## src/rtl/alu_pkg.sv

```systemverilog
//==============================================================================
// Module      : alu_pkg
// Description : Shared definitions for the ALU issue stage: opcode encodings,
//               the "always" condition code, instruction field positions,
//               controller state encoding and opcode decode helpers.
// Macros      : none (ALU_ISSUE_FORWARD_EN is consumed by the RTL modules)
// Revision    : 1.0 - initial release
//==============================================================================
`default_nettype none

package alu_pkg;

    // Opcode encodings. 1100-1111 are NOPs passed straight to the ALU.
    localparam logic [3:0] OP_ADD  = 4'b0000;
    localparam logic [3:0] OP_SUB  = 4'b0001;
    localparam logic [3:0] OP_RSB  = 4'b0010;
    localparam logic [3:0] OP_ADC  = 4'b0011;
    localparam logic [3:0] OP_SBC  = 4'b0100;
    localparam logic [3:0] OP_AND  = 4'b0101;
    localparam logic [3:0] OP_MOVI = 4'b0110;   // immediate move, no Rn/Rm
    localparam logic [3:0] OP_ORR  = 4'b0111;
    localparam logic [3:0] OP_LSL  = 4'b1000;   // shifts take Rn and IV
    localparam logic [3:0] OP_LSR  = 4'b1001;
    localparam logic [3:0] OP_ASR  = 4'b1010;
    localparam logic [3:0] OP_CMP  = 4'b1011;

    localparam logic [3:0] COND_AL = 4'b1110;

    // Instruction word field positions (LSB of each field)
    localparam int unsigned F_COND_LSB = 28;
    localparam int unsigned F_OP_LSB   = 24;
    localparam int unsigned F_S_BIT    = 23;
    localparam int unsigned F_RD_LSB   = 16;
    localparam int unsigned F_RN_LSB   = 12;
    localparam int unsigned F_RM_LSB   = 8;
    localparam int unsigned F_IV_LSB   = 0;

    // Issue controller states
    typedef enum logic [1:0] {
        ST_EMPTY = 2'b00,
        ST_FULL  = 2'b01,
        ST_STALL = 2'b10
    } issue_state_t;

    function automatic logic writes_rd(input logic [3:0] op);
        return (op <= OP_ASR);
    endfunction

    function automatic logic uses_rn(input logic [3:0] op);
        return (op != OP_MOVI);
    endfunction

    function automatic logic uses_rm(input logic [3:0] op);
        return (op <= OP_AND) || (op == OP_ORR) || (op == OP_CMP);
    endfunction

    // CMP always updates NZCV even without the S bit
    function automatic logic is_flag_writer(input logic s, input logic [3:0] op);
        return s || (op == OP_CMP);
    endfunction

endpackage

`default_nettype wire

```

## src/rtl/alu_scoreboard.sv

```systemverilog
//==============================================================================
// Module      : alu_scoreboard
// Description : In-flight destination tracker for the ALU issue stage. Holds
//               one pending bit per register and a saturating count of
//               outstanding flag writers, and raises o_hazard when the
//               candidate instruction must not issue.
// Ports       : clk, rst_n       - clock, async active-low reset
//               i_cond..i_rm      - decoded fields of the candidate instruction
//               i_issue           - candidate is transferred this cycle
//               i_wb_en/i_wb_addr - register writeback, clears pending bit
//               i_wb_flag_en      - flag writeback, retires one flag writer
//               o_hazard          - candidate must stall
// Macros      : ALU_ISSUE_FORWARD_EN - hazard check ignores bits/count being
//               retired by a writeback in the same cycle
// Revision    : 1.0 - initial release
//==============================================================================
`default_nettype none

module alu_scoreboard
    import alu_pkg::*;
#(
    parameter int unsigned NREGS      = 16,
    parameter int unsigned FLAG_CNT_W = 2
) (
    input  logic       clk,
    input  logic       rst_n,
    input  logic [3:0] i_cond,
    input  logic [3:0] i_op,
    input  logic       i_s,
    input  logic [3:0] i_rd,
    input  logic [3:0] i_rn,
    input  logic [3:0] i_rm,
    input  logic       i_issue,
    input  logic       i_wb_en,
    input  logic [3:0] i_wb_addr,
    input  logic       i_wb_flag_en,
    output logic       o_hazard
);

    localparam logic [FLAG_CNT_W-1:0] c_cnt_max = '1;

    logic [NREGS-1:0]      r_pending;
    logic [FLAG_CNT_W-1:0] r_flag_cnt;

    logic [NREGS-1:0]      w_set_vec;
    logic [NREGS-1:0]      w_clr_vec;
    logic [NREGS-1:0]      w_pend_eff;
    logic [FLAG_CNT_W-1:0] w_cnt_eff;
    logic                  w_flag_writer;
    logic                  w_cnt_inc;
    logic                  w_cnt_dec;

    assign w_flag_writer = is_flag_writer(i_s, i_op);
    assign w_cnt_inc     = i_issue && w_flag_writer;
    // A retire with nothing outstanding is dropped rather than wrapping
    assign w_cnt_dec     = i_wb_flag_en && (r_flag_cnt != '0);

    always_comb begin
        w_set_vec = '0;
        w_clr_vec = '0;
        if (i_issue && writes_rd(i_op)) begin
            w_set_vec[i_rd] = 1'b1;
        end
        if (i_wb_en) begin
            w_clr_vec[i_wb_addr] = 1'b1;
        end
    end

`ifdef ALU_ISSUE_FORWARD_EN
    // The operands of a retiring writer are bypassed, so its bit and its
    // flag-count slot are already free as far as the candidate is concerned.
    assign w_pend_eff = r_pending & ~w_clr_vec;
    assign w_cnt_eff  = w_cnt_dec ? (r_flag_cnt - 1'b1) : r_flag_cnt;
`else
    assign w_pend_eff = r_pending;
    assign w_cnt_eff  = r_flag_cnt;
`endif

    assign o_hazard = (uses_rn(i_op)   && w_pend_eff[i_rn])
                   || (uses_rm(i_op)   && w_pend_eff[i_rm])
                   || (writes_rd(i_op) && w_pend_eff[i_rd])
                   || ((i_cond != COND_AL) && (w_cnt_eff != '0))
                   || (w_flag_writer && (w_cnt_eff == c_cnt_max));

    // Set wins over clear when issue and writeback hit the same index
    always_ff @(posedge clk or negedge rst_n) begin
        if (!rst_n) begin
            r_pending <= '0;
        end else begin
            r_pending <= (r_pending & ~w_clr_vec) | w_set_vec;
        end
    end

    always_ff @(posedge clk or negedge rst_n) begin
        if (!rst_n) begin
            r_flag_cnt <= '0;
        end else if (w_cnt_inc && !w_cnt_dec) begin
            r_flag_cnt <= r_flag_cnt + 1'b1;
        end else if (w_cnt_dec && !w_cnt_inc) begin
            r_flag_cnt <= r_flag_cnt - 1'b1;
        end
    end

endmodule

`default_nettype wire

```

## src/rtl/alu_issue_stage.sv

```systemverilog
//==============================================================================
// Module      : alu_issue_stage
// Description : Operand-fetch and issue stage in front of the master ALU.
//               Holds the register file and NZCV flags, decodes the incoming
//               instruction word, stalls on RAW/WAW/flag hazards and presents
//               registered operands to the ALU over a valid/ready handshake.
// Ports       : clk, rst_n                 - clock, async active-low reset
//               in_valid/in_ready/in_instr - instruction input handshake
//               out_valid/out_ready        - ALU operand handshake
//               Reg1, Reg2, IV, OpCode,
//               Cond, S, out_rd            - registered ALU operands
//               Flag                       - current NZCV register
//               wb_en/wb_addr/wb_data      - register writeback from ALU
//               wb_flag_en/wb_flag         - flag writeback from ALU
// Macros      : ALU_ISSUE_FORWARD_EN - same-cycle writeback bypass to operands
// Revision    : 1.0 - initial release
//==============================================================================
`default_nettype none

module alu_issue_stage
    import alu_pkg::*;
#(
    parameter int unsigned NREGS      = 16,
    parameter int unsigned FLAG_CNT_W = 2
) (
    input  logic        clk,
    input  logic        rst_n,
    input  logic        in_valid,
    output logic        in_ready,
    input  logic [31:0] in_instr,
    output logic        out_valid,
    input  logic        out_ready,
    output logic [31:0] Reg1,
    output logic [31:0] Reg2,
    output logic [15:0] IV,
    output logic [3:0]  OpCode,
    output logic [3:0]  Cond,
    output logic        S,
    output logic [3:0]  Flag,
    output logic [3:0]  out_rd,
    input  logic        wb_en,
    input  logic [3:0]  wb_addr,
    input  logic [31:0] wb_data,
    input  logic        wb_flag_en,
    input  logic [3:0]  wb_flag
);

    issue_state_t r_state;
    issue_state_t w_state_next;

    logic [31:0] r_rf [NREGS];
    logic [3:0]  r_flag;

    logic [3:0]  w_cond;
    logic [3:0]  w_op;
    logic        w_s;
    logic [3:0]  w_rd;
    logic [3:0]  w_rn;
    logic [3:0]  w_rm;
    logic [15:0] w_iv;
    logic [31:0] w_rn_data;
    logic [31:0] w_rm_data;
    logic        w_hazard;
    logic        w_fire;
    logic        w_unused_fields;

    assign w_cond = in_instr[F_COND_LSB +: 4];
    assign w_op   = in_instr[F_OP_LSB   +: 4];
    assign w_s    = in_instr[F_S_BIT];
    assign w_rd   = in_instr[F_RD_LSB   +: 4];
    assign w_rn   = in_instr[F_RN_LSB   +: 4];
    assign w_rm   = in_instr[F_RM_LSB   +: 4];
    assign w_iv   = in_instr[F_IV_LSB   +: 16];
    assign w_unused_fields = ^in_instr[22:20];

    alu_scoreboard #(
        .NREGS      (NREGS),
        .FLAG_CNT_W (FLAG_CNT_W)
    ) u_scoreboard (
        .clk          (clk),
        .rst_n        (rst_n),
        .i_cond       (w_cond),
        .i_op         (w_op),
        .i_s          (w_s),
        .i_rd         (w_rd),
        .i_rn         (w_rn),
        .i_rm         (w_rm),
        .i_issue      (w_fire),
        .i_wb_en      (wb_en),
        .i_wb_addr    (wb_addr),
        .i_wb_flag_en (wb_flag_en),
        .o_hazard     (w_hazard)
    );

    // Ready is derived from the state register rather than out_valid so the
    // next-state logic below never loops back through its own output.
    assign in_ready = rst_n && !w_hazard && ((r_state != ST_FULL) || out_ready);
    assign w_fire   = in_valid && in_ready;

`ifdef ALU_ISSUE_FORWARD_EN
    assign w_rn_data = (wb_en && (wb_addr == w_rn)) ? wb_data : r_rf[w_rn];
    assign w_rm_data = (wb_en && (wb_addr == w_rm)) ? wb_data : r_rf[w_rm];
`else
    assign w_rn_data = r_rf[w_rn];
    assign w_rm_data = r_rf[w_rm];
`endif

    always_ff @(posedge clk or negedge rst_n) begin
        if (!rst_n) begin
            r_state <= ST_EMPTY;
        end else begin
            r_state <= w_state_next;
        end
    end

    always_comb begin
        w_state_next = r_state;
        out_valid    = 1'b0;
        case (r_state)
            ST_FULL: begin
                out_valid = 1'b1;
                if (w_fire) begin
                    w_state_next = ST_FULL;
                end else if (out_ready) begin
                    w_state_next = (in_valid && w_hazard) ? ST_STALL : ST_EMPTY;
                end
            end
            default: begin
                if (w_fire) begin
                    w_state_next = ST_FULL;
                end else if (in_valid && w_hazard) begin
                    w_state_next = ST_STALL;
                end else begin
                    w_state_next = ST_EMPTY;
                end
            end
        endcase
    end

    // Output register: loads only on a transfer, so it holds while the ALU
    // back-pressures.
    always_ff @(posedge clk or negedge rst_n) begin
        if (!rst_n) begin
            Reg1   <= '0;
            Reg2   <= '0;
            IV     <= '0;
            OpCode <= '0;
            Cond   <= '0;
            S      <= 1'b0;
            out_rd <= '0;
        end else if (w_fire) begin
            Reg1   <= w_rn_data;
            Reg2   <= w_rm_data;
            IV     <= w_iv;
            OpCode <= w_op;
            Cond   <= w_cond;
            S      <= w_s;
            out_rd <= w_rd;
        end
    end

    always_ff @(posedge clk or negedge rst_n) begin
        if (!rst_n) begin
            for (int i = 0; i < int'(NREGS); i++) begin
                r_rf[i] <= '0;
            end
        end else if (wb_en) begin
            r_rf[wb_addr] <= wb_data;
        end
    end

    always_ff @(posedge clk or negedge rst_n) begin
        if (!rst_n) begin
            r_flag <= '0;
        end else if (wb_flag_en) begin
            r_flag <= wb_flag;
        end
    end

    assign Flag = r_flag;

endmodule

`default_nettype wire
```

## config.mk

```make
export PLATFORM = sky130hd
export DESIGN_NAME = alu_issue_stage
export DESIGN_NICKNAME = d
export VERILOG_FILES = /design/src/rtl/alu_pkg.sv /design/src/rtl/alu_scoreboard.sv /design/src/rtl/alu_issue_stage.sv
export SDC_FILE = /design/constraint.sdc
export NUM_CORES = 1
export LEC_CHECK = 0
export CAP_MARGIN = 20
export CORE_MARGIN = 2
export CORE_UTILIZATION = 40
export DETAILED_ROUTE_END_ITERATION = 10
export PLACE_DENSITY_LB_ADDON = 0.12
export SLEW_MARGIN = 0
export SYNTH_ARGS = -nofsm -noshare
export SYNTH_HDL_FRONTEND = slang
export SYNTH_SLANG_ARGS = --single-unit
```

## constraint.sdc

```tcl
create_clock -name clk -period 3.1 [get_ports clk]
set_input_delay 0.62 -clock clk [delete_from_list [all_inputs] [get_ports clk]]
set_output_delay 0.62 -clock clk [all_outputs]
set_load 0.01 [all_outputs]
```

==> results.sh <==
export IMPL_hold_violations=0
export IMPL_cp_start_kind="flop"
export IMPL_maxCapViolations=0
export IMPL_synth_ff_type="dfrtp_1"
export IMPL_grt_pass1_wl_mm=132
export IMPL_dieArea_um2=81200
export IMPL_wl_per_cell_um=28.3
export IMPL_timing_final_ws_setup_ns=-0.257
export IMPL_htreeDepth=3
export IMPL_syn2layout_area_growth_pct=21.1
export IMPL_clockBufferDepth=3
export IMPL_fin_crit_ns=3.36
export IMPL_dp_final_hpwl_mm=49.1
export IMPL_cts_tree="yes"
export IMPL_required_ns=3.59
export IMPL_clkLatencyLatePin_ns=0.61
export IMPL_grt_overflow=0
export IMPL_io_buffers=173
export IMPL_ir_drop_v=0.000370
export IMPL_ios=177
export IMPL_synth_seq_area_share=0.499
export IMPL_outcome="finished, violations left"
export IMPL_multi_input_area_um2=15400
export IMPL_cp_slowest_cell="or4b_4"
export IMPL_synth_simple_area_share=0.0126
export IMPL_fin_nets=2155
export IMPL_crit_chain="mux4_2 -> mux2i_1 -> o22a_1 -> o211ai_1 -> or4b_4 -> buf_4 -> buf_6 -> nor2_4 -> buf_12 -> clkbuf_16 -> clkbuf_16 -> mux2_2"
export IMPL_end_kind="flop"
export IMPL_initial_core_util=0.402
export IMPL_async_reset_ff_frac=1.00
export IMPL_grt_pass1_vias=19996
export IMPL_vias=18564
export IMPL_leakage_nw=15.6
export IMPL_cp_slowest_stage_delay_ns=0.54
export IMPL_crit_top_cell="clkbuf_16"
export IMPL_detail_route_first_pass_iterations=5
export IMPL_synth_edff_count=0
export IMPL_fp_dieH_um=285
export IMPL_design_area_um2=38200
export IMPL_ys_seq_elements=629
export IMPL_crit_type="reg2reg"
export IMPL_finalCritPeriodShare=1.08
export IMPL_crit_buf_inv=5
export IMPL_synth_avg_cell_area_um2=16.8
export IMPL_antenna_found_initial=3
export IMPL_fillers=6710
export IMPL_ys_types=45
export IMPL_timing_fmax_mhz=298
export IMPL_power_density_nw_per_um2=721
export IMPL_instances_no_fill=3184
export IMPL_crit_family="multiplexers"
export IMPL_rsz0062_at_grt="yes"
export IMPL_muxShareOfSynthArea=0.454
export IMPL_crit_cells=12
export IMPL_ff2ff_path_depth=12
export IMPL_skew_ns=0.0152
export IMPL_place_congestion=0.838
export IMPL_synth_adder_area_share=0.000396
export IMPL_synth_compound_area_frac=0.00991
export IMPL_cts_buffers=74
export IMPL_whs_path_depth=3
export IMPL_synth_nets=1958
export IMPL_drtIter0Drc=1069
export IMPL_placed_area_um2=35100
export IMPL_setup_viol=95
export IMPL_die_w_um=285
export IMPL_synth_area_um2=31600
export IMPL_min_delay_path_class="in2reg"
export IMPL_synth_top_family_by_area="multiplexers"
export IMPL_wirelength_mm=90.1
export IMPL_cp_arrival_ns=3.85
export IMPL_grt_max_degree=188
export IMPL_synth_cells=1879
export IMPL_crit_fanout=5
export IMPL_drive_above_1_share=0.566
export IMPL_vias_per_cell=5.83
export IMPL_slew_headroom=0.245
export IMPL_tightest_slew_ns=1.13
export IMPL_violations="negative setup slack"
export IMPL_grt_use_total=0.217
export IMPL_detail_route_drc_violations=0
export IMPL_core_area_um2=78600
export IMPL_clk_pin_slew_worst_paths_ns=0.06
export IMPL_finalMaxSlewViolations=0
export IMPL_root_buffer="clkbuf_16"
export IMPL_dp_cells=3023
export IMPL_post_synth_xor_area_fraction=0.000832
export IMPL_seqCellArea_um2=15700
export IMPL_cts_sinks=629
export IMPL_yosysWarnings=0
export IMPL_ant_nets=0
export IMPL_fp_row_count=103
cells by family after synthesis:
| group | after synthesis |
|---|---|
| AND/OR/NAND/NOR | 71 |
| multiplexers | 946 |
| flip-flops | 629 |
| XOR/XNOR | 3 |
| buffers and inverters | 182 |
| adder cells (fa/ha/maj) | 1 |
| AO/OA/AOI/OAI | 47 |
layout by cell type (no fill, tap or decap), types with 4 or more instances in the layout:
cell type	n
nand3b_1	4
a22o_1	4
nand2_1	13
nand2b_1	10
mux2_2	560
nor2_1	7
clkbuf_16	88
nand2b_2	4
clkinv_2	9
clkbuf_8	19
inv_1	4
buf_12	35
nor2_4	10
nand3_1	4
buf_4	74
buf_8	5
mux2_4	52
buf_16	4
clkbuf_1	23
dfrtp_1	629
clkdlybuf4s50_1	162
mux2i_1	6
o21ai_0	12
o21ai_1	9
mux4_2	326
sequential cells by signal, summed over array words and instances, names as in the netlist:
signal,cells
r_state,2
Reg2,32
S,1
Flag,4
u_scoreboard.r_pending,16
OpCode,4
r_rf,512
Reg1,32
out_rd,4
u_scoreboard.r_flag_cnt,2
IV,16
Cond,4
worst reg2reg max path, delay by kind of cell (launching register included):
family                 cells  cell delay (ns)
AOI/OAI and AO/OA          2             0.26
buffers and inverters      5             0.79
and+or+nand+nor            2             0.77
muxes                      3             1.00
DFF                        1             0.41
synth_stat cells (all sizes together) (4+ instances only):
cell      n  area, um^2
a22o      4        35.0
buf      47         254
clkbuf  131         492
dfrtp   629       15700
inv       4        15.0
mux2    614        6910
mux2i     6        60.1
mux4    326        7340
nand2    14        52.6
nand2b   14        87.6
nand3     4        20.0
nand3b    4        30.0
nor2     17        71.3
nor2b     4        25.0
o21ai    21         105
o31ai     4        45.1
or4       5        48.8
layout make-up:
cell class / instances / area share
Antenna cell: 1 / 0.0000655
Clock buffer: 119 / 0.0595
Clock inverter: 14 / 0.00285
Sequential cell: 629 / 0.412
Multi-Input combinational cell: 1068 / 0.402
Tap cell: 1050 / 0.0344
Inverter: 4 / 0.000393
Timing Repair Buffer: 299 / 0.0891
layer usage:
layer | vias up | part of all wire | GRT usage
li1 | 7759 | - | -
met1 | 10291 | 0.45 | 0.305
met2 | 390 | 0.49 | 0.356
met3 | 120 | 0.040 | 0.0313
met4 | 4 | 0.019 | 0.0555
met5 | - | 0.00023 | 0
final timing paths:
| kind | from | endpoint | slack (ns) |
|---|---|---|---|
| max in group asynchronous | rst_n | r_rf[265]$_DFFE_PN0P_ | 1.11 |
| worst max register to register | u_scoreboard.r_pending[4]$_DFF_PN0_ | Reg2[14]$_DFFE_PN0N_ | -0.26 |
| worst max-delay path | u_scoreboard.r_pending[4]$_DFF_PN0_ | Reg2[14]$_DFFE_PN0N_ | -0.26 |
| worst min-delay path | in_instr[9] | IV[9]$_DFFE_PN0N_ | 0.39 |
| min in group asynchronous | rst_n | r_state[0]$_DFFE_PN0P_ | 0.48 |
| worst min register to register | Reg2[22]$_DFFE_PN0N_ | Reg2[22]$_DFFE_PN0N_ | 0.51 |
metrics by stage:
| stage | setup TNS (ns) | worst slack [ns] | power (mW) | hold WS [ns] | util |
|---|---|---|---|---|---|
| after CTS | -0.288 | -0.288 | 27.4 | 0.366 | 0.477 |
| after global routing | -22.42 | -0.323 | 28.9 | 0.396 | 0.486 |
| after global placement | -87.00 | -0.934 | 18.4 | 0.469 | 0.447 |
| final | -16.52 | -0.257 | 27.6 | 0.392 | 0.486 |
| after detailed placement | -87.36 | -0.920 | 18.8 | 0.475 | 0.447 |
| after floorplan | -0.153 | -0.00764 | 15.9 | 0.324 | - |
power breakdown:
part | leakage, nW | internal, mW | switching [mW] | total [mW]
clock | 1.18 | 5.10 | 3.48 | 8.57
combinational | 6.69 | 4.78 | 2.40 | 7.18
sequential | 7.77 | 10.3 | 1.47 | 11.8
repair_timing:
action,4_1_cts,5_1_grt
pin swaps,1,3
cloned,0,15
endpoints found under the hold margin,26,0
hold buffers,1,0
endpoints found under the setup margin,94,92
resized for setup,5,70
buffers inserted,1,10
Note: power is estimated with default switching activity, not from simulation.
